**config.mk**
```make
export PLATFORM = sky130hd
export DESIGN_NAME = sdram_ch_arbiter
export DESIGN_NICKNAME = d
export VERILOG_FILES = /design/src/rtl/xain_pkg.sv /design/src/rtl/sdram_ch_arbiter_rr_arbiter.sv /design/src/rtl/sdram_ch_arbiter.sv
export SDC_FILE = /design/constraint.sdc
export NUM_CORES = 1
export LEC_CHECK = 0
export ABC_AREA = 1
export ABC_CLOCK_PERIOD_IN_PS = 7150
export BUFFER_PORTS_ARGS = -buffer_cell sky130_fd_sc_hd__buf_4
export CAP_MARGIN = 40
export CORE_UTILIZATION = 45
export CTS_BUF_LIST = sky130_fd_sc_hd__clkbuf_8
export DETAILED_ROUTE_END_ITERATION = 7
export GPL_ROUTABILITY_DRIVEN = 0
export PLACE_DENSITY_LB_ADDON = 0.15
export SETUP_SLACK_MARGIN = 0.3
export SLEW_MARGIN = 20
export SYNTH_ARGS = -nofsm -noshare
export SYNTH_HDL_FRONTEND = slang
export SYNTH_HIERARCHICAL = 1
export SYNTH_SLANG_ARGS = --single-unit
```
**constraint.sdc**
```tcl
create_clock -name CLK -period 7.15 [get_ports CLK]
set_input_delay 1.43 -clock CLK [delete_from_list [all_inputs] [get_ports CLK]]
set_output_delay 1.43 -clock CLK [all_outputs]
set_load 0.02 [all_outputs]
```
**src/rtl/xain_pkg.sv**
```systemverilog
// xain_pkg: shared types and helpers for the SDRAM channel arbiter.
//   sdr_arb_state_t     - arbiter FSM states
//   SDR_ARB_MAX_CLIENTS - largest supported read-client count
//   sdr_arb_idx_w()     - width of a client index for a given client count
package xain_pkg;

    typedef enum logic [1:0] {
        StIdle  = 2'd0,
        StIssue = 2'd1,
        StResp  = 2'd2
    } sdr_arb_state_t;

    localparam int unsigned SDR_ARB_MAX_CLIENTS = 8;

    // At least one bit, so a single-client build still has a legal index vector.
    function automatic int unsigned sdr_arb_idx_w(input int unsigned n);
        return (n <= 1) ? 1 : $clog2(n);
    endfunction

endpackage

```
**src/rtl/sdram_ch_arbiter_rr_arbiter.sv**
```systemverilog
// rr_arbiter: round-robin request picker with a rotating priority pointer.
//   CLK, RSTn  - clock, asynchronous active-low reset
//   req        - per-requester request vector
//   advance    - move the pointer past the current winner
//   grant      - one-hot winner (combinational)
//   grant_idx  - binary index of the winner (combinational)
//   any        - at least one request is present
module rr_arbiter
    import xain_pkg::*;
#(
    parameter int unsigned N = 4
) (
    input  logic                        CLK,
    input  logic                        RSTn,
    input  logic [N-1:0]                req,
    input  logic                        advance,
    output logic [N-1:0]                grant,
    output logic [sdr_arb_idx_w(N)-1:0] grant_idx,
    output logic                        any
);

    localparam int unsigned IdxW = sdr_arb_idx_w(N);

    logic [IdxW-1:0] ptr_q, ptr_d;
    logic            found;
    int              j;

    // Scan from the pointer upward with wrap; the first requester found wins.
    always_comb begin
        grant     = '0;
        grant_idx = '0;
        found     = 1'b0;
        j         = 0;
        for (int i = 0; i < int'(N); i++) begin
            j = int'(ptr_q) + i;
            if (j >= int'(N)) begin
                j = j - int'(N);
            end
            if (!found && req[j]) begin
                found     = 1'b1;
                grant[j]  = 1'b1;
                grant_idx = IdxW'(j);
            end
        end
    end

    assign any = |req;

    // The winner just served drops to lowest priority.
    always_comb begin
        ptr_d = ptr_q;
        if (advance && any) begin
            ptr_d = (grant_idx == IdxW'(N - 1)) ? '0 : grant_idx + 1'b1;
        end
    end

    always_ff @(posedge CLK or negedge RSTn) begin
        if (!RSTn) begin
            ptr_q <= '0;
        end else begin
            ptr_q <= ptr_d;
        end
    end

endmodule

```
**src/rtl/sdram_ch_arbiter.sv**
```systemverilog
// sdram_ch_arbiter: multiplexes one ROM-download write port and NUM_CLIENTS read
// clients onto a single req/ready SDRAM channel.
//   CLK, RSTn            - SDRAM clock, asynchronous active-low reset
//   dl_*                 - download write port; dl_active gives it exclusive access
//   cli_addr/req/rdy     - read clients (packed addresses), one-cycle rdy pulses
//   cli_dout             - registered read data, valid with the matching cli_rdy bit
//   ch_*                 - registered request side towards the SDRAM controller
//   timeout_err          - sticky watchdog flag
// Optional watchdog: define SDR_ARB_TIMEOUT_EN. Without it ISSUE waits forever
// and timeout_err is tied to 0.
module sdram_ch_arbiter
    import xain_pkg::*;
#(
    parameter int unsigned NUM_CLIENTS    = 4,
    parameter int unsigned ADDR_W         = 24,
    parameter int unsigned DATA_W         = 16,
    parameter int unsigned TIMEOUT_CYCLES = 255
) (
    input  logic                          CLK,
    input  logic                          RSTn,
    // Download write port
    input  logic                          dl_active,
    input  logic [ADDR_W-1:0]             dl_addr,
    input  logic [DATA_W-1:0]             dl_data,
    input  logic [1:0]                    dl_be,
    input  logic                          dl_req,
    output logic                          dl_rdy,
    // Read clients
    input  logic [NUM_CLIENTS*ADDR_W-1:0] cli_addr,
    input  logic [NUM_CLIENTS-1:0]        cli_req,
    output logic [NUM_CLIENTS-1:0]        cli_rdy,
    output logic [DATA_W-1:0]             cli_dout,
    // SDRAM channel
    output logic [ADDR_W-1:0]             ch_addr,
    output logic [DATA_W-1:0]             ch_din,
    output logic [1:0]                    ch_be,
    output logic                          ch_rnw,
    output logic                          ch_req,
    input  logic                          ch_ready,
    input  logic [DATA_W-1:0]             ch_dout,
    // Status
    output logic                          timeout_err
);

    localparam int unsigned IdxW = sdr_arb_idx_w(NUM_CLIENTS);

    sdr_arb_state_t state_q, state_d;

    logic                   grant_dl_q, grant_dl_d;
    logic [NUM_CLIENTS-1:0] grant_oh_q, grant_oh_d;

    logic [ADDR_W-1:0]      ch_addr_q, ch_addr_d;
    logic [DATA_W-1:0]      ch_din_q, ch_din_d;
    logic [1:0]             ch_be_q, ch_be_d;
    logic                   ch_rnw_q, ch_rnw_d;
    logic                   ch_req_q, ch_req_d;

    logic                   dl_rdy_q, dl_rdy_d;
    logic [NUM_CLIENTS-1:0] cli_rdy_q, cli_rdy_d;
    logic [DATA_W-1:0]      cli_dout_q, cli_dout_d;

    logic [NUM_CLIENTS-1:0] rr_grant;
    logic [IdxW-1:0]        rr_grant_idx;
    logic                   rr_any;
    logic                   rr_advance;

    logic                   finish;

    logic [ADDR_W-1:0]      cli_addr_arr [NUM_CLIENTS];

    for (genvar g = 0; g < int'(NUM_CLIENTS); g++) begin : g_addr_unpack
        assign cli_addr_arr[g] = cli_addr[g*ADDR_W +: ADDR_W];
    end

`ifdef SDR_ARB_TIMEOUT_EN
    localparam int unsigned CntW = (TIMEOUT_CYCLES < 2) ? 1 : $clog2(TIMEOUT_CYCLES + 1);
    // Last ISSUE cycle index; the watchdog fires after exactly TIMEOUT_CYCLES cycles.
    localparam logic [CntW-1:0] CntLast = CntW'(TIMEOUT_CYCLES - 1);

    logic [CntW-1:0] cnt_q, cnt_d;
    logic            timeout_err_q, timeout_err_d;
`else
    logic unused_timeout_cfg;
    assign unused_timeout_cfg = (TIMEOUT_CYCLES == 0);
`endif

    // Clients are only offered to the pointer logic; the grant is committed via
    // rr_advance when a client transaction is actually launched.
    rr_arbiter #(
        .N (NUM_CLIENTS)
    ) u_rr (
        .CLK       (CLK),
        .RSTn      (RSTn),
        .req       (cli_req),
        .advance   (rr_advance),
        .grant     (rr_grant),
        .grant_idx (rr_grant_idx),
        .any       (rr_any)
    );

    always_comb begin
        state_d    = state_q;
        grant_dl_d = grant_dl_q;
        grant_oh_d = grant_oh_q;
        ch_addr_d  = ch_addr_q;
        ch_din_d   = ch_din_q;
        ch_be_d    = ch_be_q;
        ch_rnw_d   = ch_rnw_q;
        ch_req_d   = ch_req_q;
        cli_dout_d = cli_dout_q;
        dl_rdy_d   = 1'b0;
        cli_rdy_d  = '0;
        rr_advance = 1'b0;
        finish     = 1'b0;
`ifdef SDR_ARB_TIMEOUT_EN
        cnt_d         = cnt_q;
        timeout_err_d = timeout_err_q;
`endif

        unique case (state_q)
            StIdle: begin
                if (dl_active && dl_req) begin
                    grant_dl_d = 1'b1;
                    grant_oh_d = '0;
                    ch_addr_d  = dl_addr;
                    ch_din_d   = dl_data;
                    ch_be_d    = dl_be;
                    ch_rnw_d   = 1'b0;
                    ch_req_d   = 1'b1;
                    state_d    = StIssue;
`ifdef SDR_ARB_TIMEOUT_EN
                    cnt_d      = '0;
`endif
                end else if (!dl_active && rr_any) begin
                    grant_dl_d = 1'b0;
                    grant_oh_d = rr_grant;
                    ch_addr_d  = cli_addr_arr[rr_grant_idx];
                    ch_din_d   = '0;
                    ch_be_d    = 2'b11;
                    ch_rnw_d   = 1'b1;
                    ch_req_d   = 1'b1;
                    rr_advance = 1'b1;
                    state_d    = StIssue;
`ifdef SDR_ARB_TIMEOUT_EN
                    cnt_d      = '0;
`endif
                end
            end
            StIssue: begin
                if (ch_ready) begin
                    cli_dout_d = ch_dout;
                    finish     = 1'b1;
                end
`ifdef SDR_ARB_TIMEOUT_EN
                else if (cnt_q == CntLast) begin
                    // Complete with poisoned data so the requester is never stuck.
                    cli_dout_d    = '1;
                    timeout_err_d = 1'b1;
                    finish        = 1'b1;
                end else begin
                    cnt_d = cnt_q + 1'b1;
                end
`endif
            end
            StResp: begin
                state_d = StIdle;
            end
            default: begin
                state_d = StIdle;
            end
        endcase

        // rdy is registered, so it is high exactly during the RESP cycle.
        if (finish) begin
            ch_req_d = 1'b0;
            state_d  = StResp;
            if (grant_dl_q) begin
                dl_rdy_d = 1'b1;
            end else begin
                cli_rdy_d = grant_oh_q;
            end
        end
    end

    always_ff @(posedge CLK or negedge RSTn) begin
        if (!RSTn) begin
            state_q    <= StIdle;
            grant_dl_q <= 1'b0;
            grant_oh_q <= '0;
            ch_addr_q  <= '0;
            ch_din_q   <= '0;
            ch_be_q    <= '0;
            ch_rnw_q   <= 1'b0;
            ch_req_q   <= 1'b0;
            dl_rdy_q   <= 1'b0;
            cli_rdy_q  <= '0;
            cli_dout_q <= '0;
        end else begin
            state_q    <= state_d;
            grant_dl_q <= grant_dl_d;
            grant_oh_q <= grant_oh_d;
            ch_addr_q  <= ch_addr_d;
            ch_din_q   <= ch_din_d;
            ch_be_q    <= ch_be_d;
            ch_rnw_q   <= ch_rnw_d;
            ch_req_q   <= ch_req_d;
            dl_rdy_q   <= dl_rdy_d;
            cli_rdy_q  <= cli_rdy_d;
            cli_dout_q <= cli_dout_d;
        end
    end

`ifdef SDR_ARB_TIMEOUT_EN
    always_ff @(posedge CLK or negedge RSTn) begin
        if (!RSTn) begin
            cnt_q         <= '0;
            timeout_err_q <= 1'b0;
        end else begin
            cnt_q         <= cnt_d;
            timeout_err_q <= timeout_err_d;
        end
    end

    assign timeout_err = timeout_err_q;
`else
    assign timeout_err = 1'b0;
`endif

    assign ch_addr  = ch_addr_q;
    assign ch_din   = ch_din_q;
    assign ch_be    = ch_be_q;
    assign ch_rnw   = ch_rnw_q;
    assign ch_req   = ch_req_q;
    assign dl_rdy   = dl_rdy_q;
    assign cli_rdy  = cli_rdy_q;
    assign cli_dout = cli_dout_q;

endmodule
```
# Word-level counts from Yosys, hierarchy flattened
# Cells that the tools add are included.
# op_classes
magnitude_cmp	13
eq_ne	4
n_mux	67
reduce_logical	23
bitwise_logic	4
addsub	8
# ops
operator	n
32-bit by 1-bit greater-or-equal comparator with 1-bit output (second input constant)	4
32-bit by 4-bit less-than comparator with 1-bit output (second input constant)	4
32-bit two-way mux	4
32-bit by 4-bit greater-or-equal comparator with 1-bit output (second input constant)	3
24-bit two-way mux	4
32-bit by 4-bit subtractor with 32-bit output (second input constant)	3
24-bit binary-select mux with 2-bit select	1
16-bit two-way mux	2
4-bit two-way mux	8
1-bit two-way mux	29
2-bit two-way mux	10
4-bit OR	3
1-bit logical AND	10
1-bit binary-select mux with 2-bit select	4
1-bit demux with 2-bit select	4
2-bit AND reduction	4
2-bit by 2-bit adder with 3-bit output (second input constant)	2
1-bit zero test	4
4-bit != test (second input constant)	1
2-bit case mux with 2 select lines	1
2-bit nonzero test	2
4-bit OR reduction	1
2-bit by 3-bit subtractor with 4-bit output (second input constant)	1
2-bit by 1-bit adder with 3-bit output (second input constant)	1
other kinds (9)	9
# word_totals
register_bits	74
elab_cells	131
out_inout_bits	66
input_bits	163

# Logic depth before layout (Yosys ltp)
# logic_depth
ltp_word	21
mapped_depth	18
mapped_depth_nobuf	17

# By module
# The synthesis kept the hierarchy.
# modules_own_cells
module	seq_area_each_um2	cells_each	area_each_um2	n_inst
sdram_ch_arbiter	1801.7	529	3678.5	1
rr_arbiter	50.0	91	530.5	1

# Least setup slack after synthesis
# Ideal clock, no wire load.
# synth_timing
path_type	input to register
from	input port cli_req[3]
to	register ch_addr_q[10] (netlist: ch_addr[10])
cell_stages	16
path_buffers	2
required_time_ns	7.034
setup_ns	0.116
t_arrival_ns	2.931
path_slack_ns	4.103
path_cell_list	inv_1 -> nand2_1 -> nand2_1 -> nor2_1 -> nor2_1 -> nand3_2 -> nand3_1 -> o21ai_1 -> inv_1 -> buf_2 -> clkbuf_1 -> nand3_1 -> nand2_1 -> nand2_1 -> nand2_1 -> nand2_1
# synth_via
elab_chain_len	19
word_cells_on_any_way	35
classes_between	mux: 24; bitwise: 1; reduce/logical: 10
# synth_rtl
item	line	rtl
start: declaration	sdram_ch_arbiter.sv:30	input logic [NUM_CLIENTS-1:0] cli_req,
1-bit binary-select mux with 2-bit select	sdram_ch_arbiter_rr_arbiter.sv:39	if (!found && req[j]) begin
1-bit two-way mux (implied by the code) (2 in a row)	sdram_ch_arbiter_rr_arbiter.sv:39	
1-bit two-way mux	sdram_ch_arbiter_rr_arbiter.sv:39	
1-bit zero test	sdram_ch_arbiter_rr_arbiter.sv:39	
1-bit logical AND	sdram_ch_arbiter_rr_arbiter.sv:39	
1-bit two-way mux	sdram_ch_arbiter_rr_arbiter.sv:39	
1-bit zero test	sdram_ch_arbiter_rr_arbiter.sv:39	
1-bit logical AND	sdram_ch_arbiter_rr_arbiter.sv:39	
(+2 left out)	n/a	
1-bit logical AND	sdram_ch_arbiter_rr_arbiter.sv:39	
2-bit two-way mux (*)	sdram_ch_arbiter_rr_arbiter.sv:39	
via rr_grant_idx[1]	sdram_ch_arbiter.sv:63	logic [IdxW-1:0] rr_grant_idx;
2-bit NOT with 3-bit output (implied by the code) (*)	sdram_ch_arbiter.sv:137	ch_addr_d = cli_addr_arr[rr_grant_idx];
24-bit binary-select mux with 2-bit select (*)	sdram_ch_arbiter.sv:137	
24-bit two-way mux (implied by the code) (*) (2 in a row)	sdram_ch_arbiter.sv:137	
24-bit two-way mux (*)	sdram_ch_arbiter.sv:134	end else if (!dl_active && rr_any) begin
24-bit two-way mux (*)	sdram_ch_arbiter.sv:122	if (dl_active && dl_req) begin
end signal: assignment	sdram_ch_arbiter.sv:202	ch_addr_q <= ch_addr_d;
end: declaration	sdram_ch_arbiter.sv:52	logic [ADDR_W-1:0] ch_addr_q, ch_addr_d;
# The timed path passes the listed nets; every way through them passes the cells marked *. The select of a mux whose other input is x is not followed.
# A chain may end at the register's enable or synchronous reset.

# Final worst setup path
# layout_timing
from	input port cli_req[3]
to	register ch_addr_q[9] (netlist: ch_addr[9])
# The elaborated chain is that of the path after synthesis.

==> results.md <==
* Status: finished clean
* Critical path launch point type: input pin
* DR pass1 iterations at 5
* ANT cells at 0
* XOR/XNOR share of the synthesized area at 0%
* Min cycle time layout at 3630 ps
* Power Density at 486 nW/µm²
* Final ANT Viol Nets at 0
* Synthesized instance count at 620
* Ports at 229
* WP data required at 7380 ps
* Rows at 34
* Multi-input logic area at 2110 µm²
* Leak Pwr at 3.56 nW
* Clk Latency, worst-skew pair at 340 ps
* Core area at 8890 µm²
* Sequential standard cell area at 1850 µm²
* Layout cells sized above 1 at 31.4%
* First-pass GRT wire length at 21600 µm
* Combinational family with the most area after synthesis: simple AND/OR/NAND/NOR gates
* Fin Setup TNS at 0 ps
* Die X-Extent at 98.7 µm
* Synthesized area at 4210 µm²
* Htree depth at 3
* Worst R2R Start: u_rr/ptr_q[0]
* Final hold vios at 0
* Initial Util at 47.3%
* Crit path max fanout at 24
* Clock sinks at 74
* Global route total overflow at 0
* Input/output buffers at 227
* Post-synthesis compound-gate area fraction at 1.99%
* Least-Margin Pin Slew at 816 ps
* Synth-to-layout area growth at 47.4%
* Number of buffers created by CTS at 9
* Final wirelength at 13500 µm
* Max Cap Viol at 0
* Yosys cell types at 26
* R2R Setup Slk at 3810 ps
* Net count after synthesis at 792
* Maximum VDD drop at 0.222 mV
* Worst Setup SP: cli_req[3]
* Post-synthesis adder-cell area fraction at 2.68%
* Commonest non-fill, non-tap cell in the layout: nand2_1
* Reg2reg path depth at 16
* Post-DP HPWL at 10300 µm
* CTS tree: done
* Nets at 1005
* Synthesis Warnings at 6
* Mux cell area share after synthesis at 0%
* Initial drt markers at 279
* Final setup viols at 0
* Die area at 9740 µm²
* Worst Setup Path Type: input pin to register
* Skew final at 17.2 ps
* Largest net degree at the start of global routing at 53
* Clock Pin Slew Worst Setup and Hold Paths at 70 ps
* Initial antenna violation count at 0
* Unrepaired setup endpoints after global routing: no
* Post-Synth Simple-Gate Area at 45.2%
* CTS max path bufs at 2
* Worst Setup EP: ch_addr[9]
* Crit Reg-Reg Endpoint: ch_addr[9]
* Crit. End Element: register
* Critical path data arrival time at 3860 ps
* Vias at 4791
* Vias in the first global route at 4537
* Post-CTS Resized at 0
* Fin cells at 946
* Synthesized area per cell at 6.79 µm²
* Core Util, Final at 69.8%
* DRC viols at 0
* Fmax achieved at 275 MHz
* WL/cell at 14.3 µm
* Tot Pwr at 0.00301 W
* Hold Crit Class: register to register
* Post-CTS Setup Bufs at 0
* Vias per Instance at 5.06
* Most frequent cells in the layout: nand2_1, buf_4, nand3_1, dfrtp_1, nor2_1
* Crit share post-route at 50.8%
* Placed cells at 928
* Hold buffer count at cts at 0
* Number of synthesized register bits at 74
* Clk root buf: clkbuf_8
* Die Ht at 98.7 µm
* Filler cell count in the final layout at 760
* Total track usage at 28.0%
* Relative slew slack at 45.5%
* Final slew viol count at 0
* Sequential share of the synthesized area at 44.0%
synthesized netlist by cell type:
library cell / number / area, µm²
nand2_4: 1 / 11.3
nand3_2: 2 / 20.0
clkbuf_1: 5 / 18.8
buf_4: 10 / 75.1
o21ai_0: 8 / 40.0
ha_1: 9 / 113
a31oi_1: 1 / 6.26
nor2_1: 44 / 165
nand2_2: 1 / 6.26
a21boi_0: 2 / 15.0
nand4_1: 2 / 12.5
nor2_4: 1 / 11.3
nor3_2: 1 / 10.0
dfrtp_1: 74 / 1850
a21oi_1: 2 / 10.0
buf_2: 14 / 70.1
a22oi_1: 1 / 7.51
nand2_1: 335 / 1260
inv_1: 17 / 63.8
nand3_1: 78 / 390
buf_1: 1 / 3.75
conb_1: 1 / 3.75
nor2_2: 3 / 18.8
o21ai_1: 1 / 5.00
inv_2: 5 / 18.8
clkinv_1: 1 / 3.75
per-stage QoR:
stage          cell area [µm²]  hold WS (ps)  setup slack (ps)
6_report                  6200           486              3520
5_1_grt                   6200           517              3300
4_1_cts                   6160           487              3250
3_5_place_dp              5940           466              2900
3_3_place_gp              5890           464              3080
2_1_floorplan             4210           457              4100
routing by layer:
layer / wire [µm] / GRT usage (%) / vias up / share of wire [%]
li1: - / - / 2344 / -
met1: 5340 / 34.8 / 2185 / 39
met2: 6720 / 48.2 / 239 / 50
met3: 1170 / 6.38 / 23 / 8.6
met4: 295 / 9.41 / 0 / 2.2
met5: 0 / 0 / - / 0
flip-flops by register name, indices dropped and copies added, names as in the netlist:
name        cells
ch_addr        24
ch_be           2
ch_din         16
ch_req          1
ch_rnw          1
cli_dout       16
cli_rdy         4
dl_rdy          1
grant_dl_q      1
grant_oh_q      4
state_q         2
u_rr/ptr_q      2
power breakdown:
group          total (W)  switching [W]  internal, W  leakage, nW
Combinational    0.00193        0.00122     0.000715         2.52
Sequential      0.000720       0.000117     0.000603        0.926
Clock           0.000360       0.000163     0.000197        0.111
worst min-delay path by stage:
| stage | endpoint | cells after the start | slack, ps | startpoint |
|---|---|---|---|---|
| finish | cli_dout[9] | 2 | 490 | cli_dout[9] |
| CTS | cli_dout[9] | 2 | 490 | cli_dout[9] |
| global placement | ch_din[9] | 2 | 460 | ch_din[9] |
| floorplan | cli_rdy[0] | 2 | 460 | grant_oh_q[0] |
| global route | cli_dout[3] | 2 | 520 | cli_dout[3] |
| detailed placement | ch_din[15] | 2 | 470 | ch_din[15] |
cell type report:
cell class / instances / area share (%)
clock inverter: 7 / 1.51
tap: 108 / 2.18
sequential: 74 / 29.8
multi-input combinational: 493 / 34.0
inverter: 23 / 1.39
clock buffer: 9 / 2.00
timing repair buffer: 232 / 29.1
logic make-up (layout without fill, tap and decap cells):
group,Yosys count,count (layout)
AO/OA/AOI/OAI,15,15
adder cells (fa/ha/maj),9,9
buffers and inverters,53,271
flip-flops,74,74
other,1,1
AND/OR/NAND/NOR,468,468
worst max-delay path, stage by stage:
cell and delay (ps):
buf_4 120, inv_1 80, nand2_1 80, nand2_1 90, nor2_1 50, nor2_1 290
nand3_2 160, o21ai_1 140, inv_1 160, buf_8 210, inv_1 610, nand3_1 160
nand2_1 110, nand2_1 50, nand2_1 80, nand2_1 40
(Power assumes the default switching activity.)
